[config.mk]
export PLATFORM = sky130hd
export DESIGN_NAME = mem_port_arbiter
export DESIGN_NICKNAME = d
export VERILOG_FILES = /design/src/rtl/rv32i_types.sv /design/src/rtl/mem_port_arbiter_rr_picker.sv /design/src/rtl/mem_port_arbiter.sv
export SDC_FILE = /design/constraint.sdc
export NUM_CORES = 1
export LEC_CHECK = 0
export BUFFER_PORTS_ARGS = -buffer_cell sky130_fd_sc_hd__buf_4
export CAP_MARGIN = 20
export CORE_AREA = 4 4 106 108
export DETAILED_ROUTE_END_ITERATION = 10
export DIE_AREA = 0 0 110 112
export SYNTH_ARGS = -nofsm -noshare
export SYNTH_HDL_FRONTEND = slang
export SYNTH_SLANG_ARGS = --single-unit
[constraint.sdc]
create_clock -name clk -period 1.6 [get_ports clk]
set_clock_uncertainty 0.2 [all_clocks]
set_input_delay 0.08 -clock clk [delete_from_list [all_inputs] [get_ports clk]]
set_output_delay 0.08 -clock clk [all_outputs]
set_load 0.02 [all_outputs]
[src/rtl/rv32i_types.sv]
// Types shared across the rv32i core; the memory-port arbiter FSM state and
// the helper that sizes its port-index registers live here.
package rv32i_types;

  typedef enum logic [0:0] {
    IDLE = 1'b0,
    BUSY = 1'b1
  } arb_state_t;

  // Width of an index into n ports, never less than one bit.
  function automatic int idx_width(input int n);
    return (n > 1) ? $clog2(n) : 1;
  endfunction

endpackage

[src/rtl/mem_port_arbiter_rr_picker.sv]
// Combinational winner selection: rotate the request vector so the search
// starts just after the last grant, then take the lowest set position.
module rr_picker
  import rv32i_types::*;
#(
  parameter int NUM_PORTS = 2,
  parameter int IDX_W     = idx_width(NUM_PORTS)
) (
  input  logic [NUM_PORTS-1:0] req,
  input  logic [IDX_W-1:0]     last_gnt,
  input  logic                 rr_mode,
  output logic                 valid,
  output logic [IDX_W-1:0]     winner
);

  localparam logic [IDX_W-1:0] LAST_IDX = IDX_W'(NUM_PORTS - 1);
  localparam logic [IDX_W:0]   PORTS_W  = (IDX_W + 1)'(NUM_PORTS);

  logic [IDX_W:0]       start;
  logic [IDX_W-1:0]     rot_idx [NUM_PORTS];
  logic [NUM_PORTS-1:0] rot_req;

  // Fixed priority simply starts the search at port 0.
  always_comb begin
    start = '0;
    if (rr_mode && (last_gnt != LAST_IDX)) begin
      start = {1'b0, last_gnt} + (IDX_W + 1)'(1);
    end
  end

  genvar gi;
  generate
    for (gi = 0; gi < NUM_PORTS; gi++) begin : g_rot
      localparam logic [IDX_W:0] OFS = (IDX_W + 1)'(gi);
      logic [IDX_W:0] sum;
      assign sum         = start + OFS;
      assign rot_idx[gi] = (sum >= PORTS_W) ? IDX_W'(sum - PORTS_W) : sum[IDX_W-1:0];
      assign rot_req[gi] = req[rot_idx[gi]];
    end
  endgenerate

  always_comb begin
    valid  = 1'b0;
    winner = '0;
    for (int k = NUM_PORTS - 1; k >= 0; k--) begin
      if (rot_req[k]) begin
        valid  = 1'b1;
        winner = rot_idx[k];
      end
    end
  end

endmodule

[src/rtl/mem_port_arbiter.sv]
// Merges N hold-until-resp requester ports onto one downstream memory port,
// one outstanding transaction at a time, round-robin or fixed priority.
module mem_port_arbiter
  import rv32i_types::*;
#(
  parameter int NUM_PORTS  = 2,
  parameter int ADDR_WIDTH = 32,
  parameter int DATA_WIDTH = 32,
  parameter int RR_MODE    = 1,
  localparam int IDX_W     = idx_width(NUM_PORTS),
  localparam int MASK_W    = DATA_WIDTH / 8
) (
  input  logic                            clk,
  input  logic                            rst,
  input  logic [NUM_PORTS-1:0]            port_read,
  input  logic [NUM_PORTS-1:0]            port_write,
  input  logic [NUM_PORTS*MASK_W-1:0]     port_wmask,
  input  logic [NUM_PORTS*ADDR_WIDTH-1:0] port_address,
  input  logic [NUM_PORTS*DATA_WIDTH-1:0] port_wdata,
  output logic [NUM_PORTS-1:0]            port_resp,
  output logic [DATA_WIDTH-1:0]           port_rdata,
  output logic                            mem_read,
  output logic                            mem_write,
  output logic [MASK_W-1:0]               mem_wmask,
  output logic [ADDR_WIDTH-1:0]           mem_address,
  output logic [DATA_WIDTH-1:0]           mem_wdata,
  input  logic                            mem_resp,
  input  logic [DATA_WIDTH-1:0]           mem_rdata,
  output logic                            busy,
  output logic [IDX_W-1:0]                gnt_idx
);

  arb_state_t state_reg, state_next;
  logic [IDX_W-1:0] gnt_reg;
  logic [IDX_W-1:0] last_gnt_reg;

  logic [NUM_PORTS-1:0]  req;
  logic                  pick_valid;
  logic [IDX_W-1:0]      pick_idx;
  logic [ADDR_WIDTH-1:0] addr_arr  [NUM_PORTS];
  logic [DATA_WIDTH-1:0] wdata_arr [NUM_PORTS];
  logic [MASK_W-1:0]     wmask_arr [NUM_PORTS];
  logic                  sel_read;
  logic                  sel_write;

  genvar gi;
  generate
    for (gi = 0; gi < NUM_PORTS; gi++) begin : g_unpack
      assign addr_arr[gi]  = port_address[gi*ADDR_WIDTH +: ADDR_WIDTH];
      assign wdata_arr[gi] = port_wdata[gi*DATA_WIDTH +: DATA_WIDTH];
      assign wmask_arr[gi] = port_wmask[gi*MASK_W +: MASK_W];
      assign req[gi]       = port_read[gi] | port_write[gi];
    end
  endgenerate

  rr_picker #(
    .NUM_PORTS (NUM_PORTS),
    .IDX_W     (IDX_W)
  ) u_picker (
    .req      (req),
    .last_gnt (last_gnt_reg),
    .rr_mode  (RR_MODE != 0),
    .valid    (pick_valid),
    .winner   (pick_idx)
  );

  always_ff @(posedge clk or posedge rst) begin
    if (rst) begin
      state_reg <= IDLE;
    end else begin
      state_reg <= state_next;
    end
  end

  // last_gnt resets to the top port so the first round-robin search lands on port 0.
  always_ff @(posedge clk or posedge rst) begin
    if (rst) begin
      gnt_reg      <= '0;
      last_gnt_reg <= IDX_W'(NUM_PORTS - 1);
    end else if ((state_reg == IDLE) && pick_valid) begin
      gnt_reg      <= pick_idx;
      last_gnt_reg <= pick_idx;
    end
  end

  // BUSY always returns through IDLE so the finished requester can drop its request.
  always_comb begin
    state_next = state_reg;
    case (state_reg)
      IDLE:    if (pick_valid) state_next = BUSY;
      BUSY:    if (mem_resp) state_next = IDLE;
      default: state_next = IDLE;
    endcase
  end

  // Data-path muxes stay ungated so they always carry a defined port value.
  assign sel_read    = port_read[gnt_reg];
  assign sel_write   = port_write[gnt_reg];
  assign mem_address = addr_arr[gnt_reg];
  assign mem_wdata   = wdata_arr[gnt_reg];
  assign mem_wmask   = wmask_arr[gnt_reg];
  assign port_rdata  = mem_rdata;
  assign gnt_idx     = gnt_reg;

  always_comb begin
    busy      = (state_reg == BUSY);
    mem_write = busy & sel_write;
    mem_read  = busy & sel_read & ~sel_write;
    port_resp = '0;
    if (busy && mem_resp) begin
      port_resp[gnt_reg] = 1'b1;
    end
  end

endmodule

Yosys cells after proc, flatten, opt, wreduce, memory -nomap -nowiden
Cells that the tools add are included. W data, S select, Z words.

Register bits: 3. Input port bits: 175. Output and inout bits: 106. Word-level logic and storage cells: 55.

Add/sub/neg operators: 4. Order comparisons: 7. Mux-type cells: 30. Bitwise operators: 8. Reduce and logical (&&, ||, !) cells: 3.

Operators with widths (count): $mux W32 (6); $mux W1 (17); $mux W4 (3); $ge A2 B2 Y1 const B (3); $lt A1 B2 Y1 const B (3); $mux W2 (2); $and A1 B1 Y1 (3); $logic_and A1 B1 Y1 (3); $add A1 B1 Y2 const B (1); $add A2 B1 Y2 const B (1); $not A1 Y1 (2); $not A1 Y2 (1); $or A1 B1 Y1 (2); $pmux W1 S2 (1); $sub A1 B1 Y1 const B (2); $demux W1 S1 (1); $ge A1 B1 Y1 const B (1).

Depth between registers and ports, before layout
Depth in word-level cells: 11. Mapped depth: 4. Depth with buffers taken out: 2.

Cells and area by module
Synthesis repeated with hierarchy kept, for this count alone.

Cell total of the unflattened synthesis: 131. Area total of the unflattened synthesis: 1270.0 um^2.

By module, submodules not included: mem_port_arbiter (times used 1, cells each 128, area each 1249.9 um^2, sequential area each 76.3 um^2); rr_picker (times used 1, cells each 3, area each 20.0 um^2, sequential area each 0.0 um^2).

Worst setup path before layout
OpenSTA, ideal clock, no wires.

Path type: flip-flop to output port. Start: register gnt_reg (netlist: gnt_idx). End: output mem_read. Arrival time: 1.349 ns. Setup slack: -0.029 ns. Stages on the path, launching flop included: 4. Cell sequence: dfrtp_1 -> buf_6 -> or3b_1 -> a21boi_1.

Cells in the longest elaborated chain, start to end: 4.

Ends and longest elaborated chain: start, declared (line mem_port_arbiter.sv:34) `logic [IDX_W-1:0] gnt_reg;`; start signal, assigned (line mem_port_arbiter.sv:81) `gnt_reg <= pick_idx;`; $mux W1 (on tied branches) (2 in series) (line mem_port_arbiter.sv:97, mem_port_arbiter.sv:98); $and A1 B1 Y1 / $not A1 Y1 (equally long branches) (line mem_port_arbiter.sv:108) `mem_read = busy & sel_read & ~sel_write;`; $and A1 B1 Y1 * (line mem_port_arbiter.sv:108); end, declared (line mem_port_arbiter.sv:22) `output logic mem_read,`.

Mark *: on every way between the ends. The rest lies on a longest branch, timed or not. The select of a mux whose other input is x is not followed.

Final worst setup path
Start: register gnt_reg (netlist: gnt_idx). End: output mem_wdata[13].

Cells in the longest elaborated chain, start to end: 4.

Ends and longest elaborated chain: $not A1 Y2 (not written as such) (line mem_port_arbiter.sv:100) `assign mem_wdata = wdata_arr[gnt_reg];`; $mux W32 (not written as such) (3 in series) (line mem_port_arbiter.sv:100); end, declared (line mem_port_arbiter.sv:26) `output logic [DATA_WIDTH-1:0] mem_wdata,`.

No other way between the ends. The select of a mux whose other input is x is not followed.

==> summary.txt <==
Die
  • Cell Rows: 37
  • Core ar.: 10200 um2
  • Die width: 110 um
  • Initial Util: 0.123
  • Die area: 12300 um2
  • Die H: 112 um
  • I/O pin count: 281

Power and ir drop
  • Pwr dens: 727 nW/um2
  • Leakage: 0.00159 uW
  • Worst vdd ir: 0.000329 V

Critical path
  • Critical path arrival: 1.42 ns
  • Crit path buf inv count: 2
  • CP delay by family, top: flip-flops
  • R2R cell count: 2
  • CP max stage cell: dfrtp_2
  • FF-to-FF Start: busy
  • FF-to-FF End: busy
  • Crit path launch type: flip-flop
  • WP data required: 1.32 ns
  • Crit path capture type: output pin
  • Crit-path max FO: 44
  • Ordered cell list for the critical path: buf_12 -> mux2_2 -> buf_4
  • Critical path type: flip-flop to output pin
  • Worst path max stage delay: 0.40 ns
  • R2R setup slack: 0.10 ns

Timing
  • Final period util: 1.06
  • Tmin final: 1.70 ns
  • Final Hold Fails: 0
  • Final hold slack: 0.0494 ns
  • Tightest Pin Transition: 0.244 ns
  • RSZ-0062 raised after global routing: true
  • Fmax: 588 MHz
  • Final TNS setup: -4.13 ns
  • Final Max Tran Viols: 0
  • Worst setup margin: -0.0995 ns
  • Final setup vio count: 66
  • Slew HR: 0.837

Hold path
  • Worst Hold Path Cells: 3
  • Min-Delay Startpoint: port_write[1]
  • Worst hold path type: input pin to flip-flop
  • WHS Endpoint: gnt_idx

CTS
  • Buffers from clock root to sink, at most: 2
  • Clock Latency Late Sink: 0.22 ns
  • Clock transition at the registers of the reported paths: 0.03 ns
  • CTS tree: built
  • CTS sink cnt: 3
  • Clock root buffer: clkbuf_8
  • H-tree levels: 1
  • TritonCTS Buffers: 3

Detailed routing
  • Starting DRT DRC Count: 24
  • Vias/cell: 3.78
  • Router iterations before antenna repair: 4
  • Vias: 1814
  • Residual DRC: 0
  • Wire per inst: 13.4 um
  • Antenna-violating nets left: 0
  • Drt total wl: 6440 um

Layout
  • Area delta synth->final: 156%
  • ANT cells: 0
  • Commonest cells after routing, fill and taps aside: buf_4, mux2_2, dlygate4sd3_1
  • Finished Layout Cells: 480
  • Most common cell after layout, fill and taps aside: buf_4
  • Final core occ: 0.315
  • Final Net Count: 520
  • Share of layout cells above drive strength 1: 0.858

Global route
  • Largest net degree at the start of global routing: 45
  • Vias in the first global route: 1949
  • Initial antenna violation count: 0
  • GRT Util Overall: 0.0863
  • First-pass GRT wire length: 8790 um
  • Overflow after GRT: 0

Synthesis
  • Syn Area/Cell: 9.89 um2
  • FF+latch count, synth: 3
  • Synthesis Warnings: 0
  • Syn nets: 302
  • Yosys cell types: 21
  • Synthesized cell area: 1260 um2
  • Syn Inst Count: 127
  • Register area share after synthesis: 0.0608

Placed design
  • Placed cells: 441
  • Pre-CTS setup slack: 0.119 ns
  • DPL Wire Length: 5100 um
  • IO Port Bufs: 216
  • Routability cong.: 0.720

Run
  • Max_cap viols: 0

Status
  • Failing checks: setup timing
  • Status: finished, violations left
## layer usage
metal | track usage | vias up | wire (um)
li1 | - | 857 | -
met1 | 0.0820 | 794 | 2020
met2 | 0.174 | 159 | 3480
met3 | 0.0243 | 4 | 885
met4 | 0.0224 | 0 | 51
met5 | 0 | - | 0
## how the worst max path moves through the flow
| stage | from | endpoint | depth (start not counted) |
|---|---|---|---|
| after floorplan | gnt_idx | mem_read | 3 |
| after detailed placement | gnt_idx | mem_wdata[9] | 3 |
| after global placement | gnt_idx | mem_wdata[13] | 3 |
| after CTS | gnt_idx | mem_wdata[13] | 3 |
| final | gnt_idx | mem_wdata[13] | 3 |
| after global routing | gnt_idx | mem_wdata[13] | 3 |
## cell families after synthesis
kind of cell,share of synthesized area
multiplexers,0.626
buffers and inverters,0.241
AND/OR/NAND/NOR,0.0349
AO/OA/AOI/OAI,0.0369
flip-flops,0.0608
## per-stage QoR
step,area (um2),power [uW]
finish,3220,2340
global route,3220,2480
CTS,3200,2360
detailed placement,2790,1980
global placement,2790,1960
floorplan,1260,1280
## cells in the mapped netlist (all sizes together)
| library cell | n | area [um2] |
|---|---|---|
| nor2 | 1 | 3.75 |
| a22o | 1 | 8.76 |
| nand2 | 1 | 3.75 |
| o21bai | 1 | 7.51 |
| dfrtp | 2 | 50.1 |
| buf | 40 | 299 |
| o21ba | 1 | 10.0 |
| nand3b | 1 | 7.51 |
| and3 | 1 | 6.26 |
| mux2 | 69 | 777 |
| or3b | 1 | 8.76 |
| o21a | 1 | 7.51 |
| nor2b | 1 | 6.26 |
| o21ai | 1 | 5.00 |
| or4 | 1 | 7.51 |
| a21boi | 1 | 7.51 |
| inv | 1 | 3.75 |
| mux2i | 1 | 10.0 |
| dfstp | 1 | 26.3 |
## layout make-up
cell class / count / area [um2]
multi-input combinational: 83 / 896
clock buffer: 4 / 45.0
sequential: 3 / 78.8
fill: 1042 / 7010
inverter: 1 / 3.75
timing repair buffer: 253 / 2030
tap: 136 / 170
## power breakdown
part / switching [uW] / total, uW / leakage, uW / internal [uW]
logic: 917 / 2010 / 0.00154 / 1090
clock network: 51.0 / 221 / 0.0000228 / 170
registers: 18.2 / 113 / 0.0000315 / 94.9
total: 986 / 2340 / 0.00159 / 1350
## worst reg2reg max path: stages, from the launching register on
cell and delay [ns]:
dfrtp_2 0.45, o21a_1 0.19, dlygate4sd3_1 0.54
## timing repair
| action | CTS | global route |
|---|---|---|
| buffers inserted | 0 | 0 |
| setup endpoints to repair | 69 | 71 |
| cloned | 0 | 0 |
| gates resized for setup | 4 | 5 |
| endpoints found under the hold margin | 36 | 0 |
| hold buffers | 35 | 0 |
(Power assumes the default switching activity.)
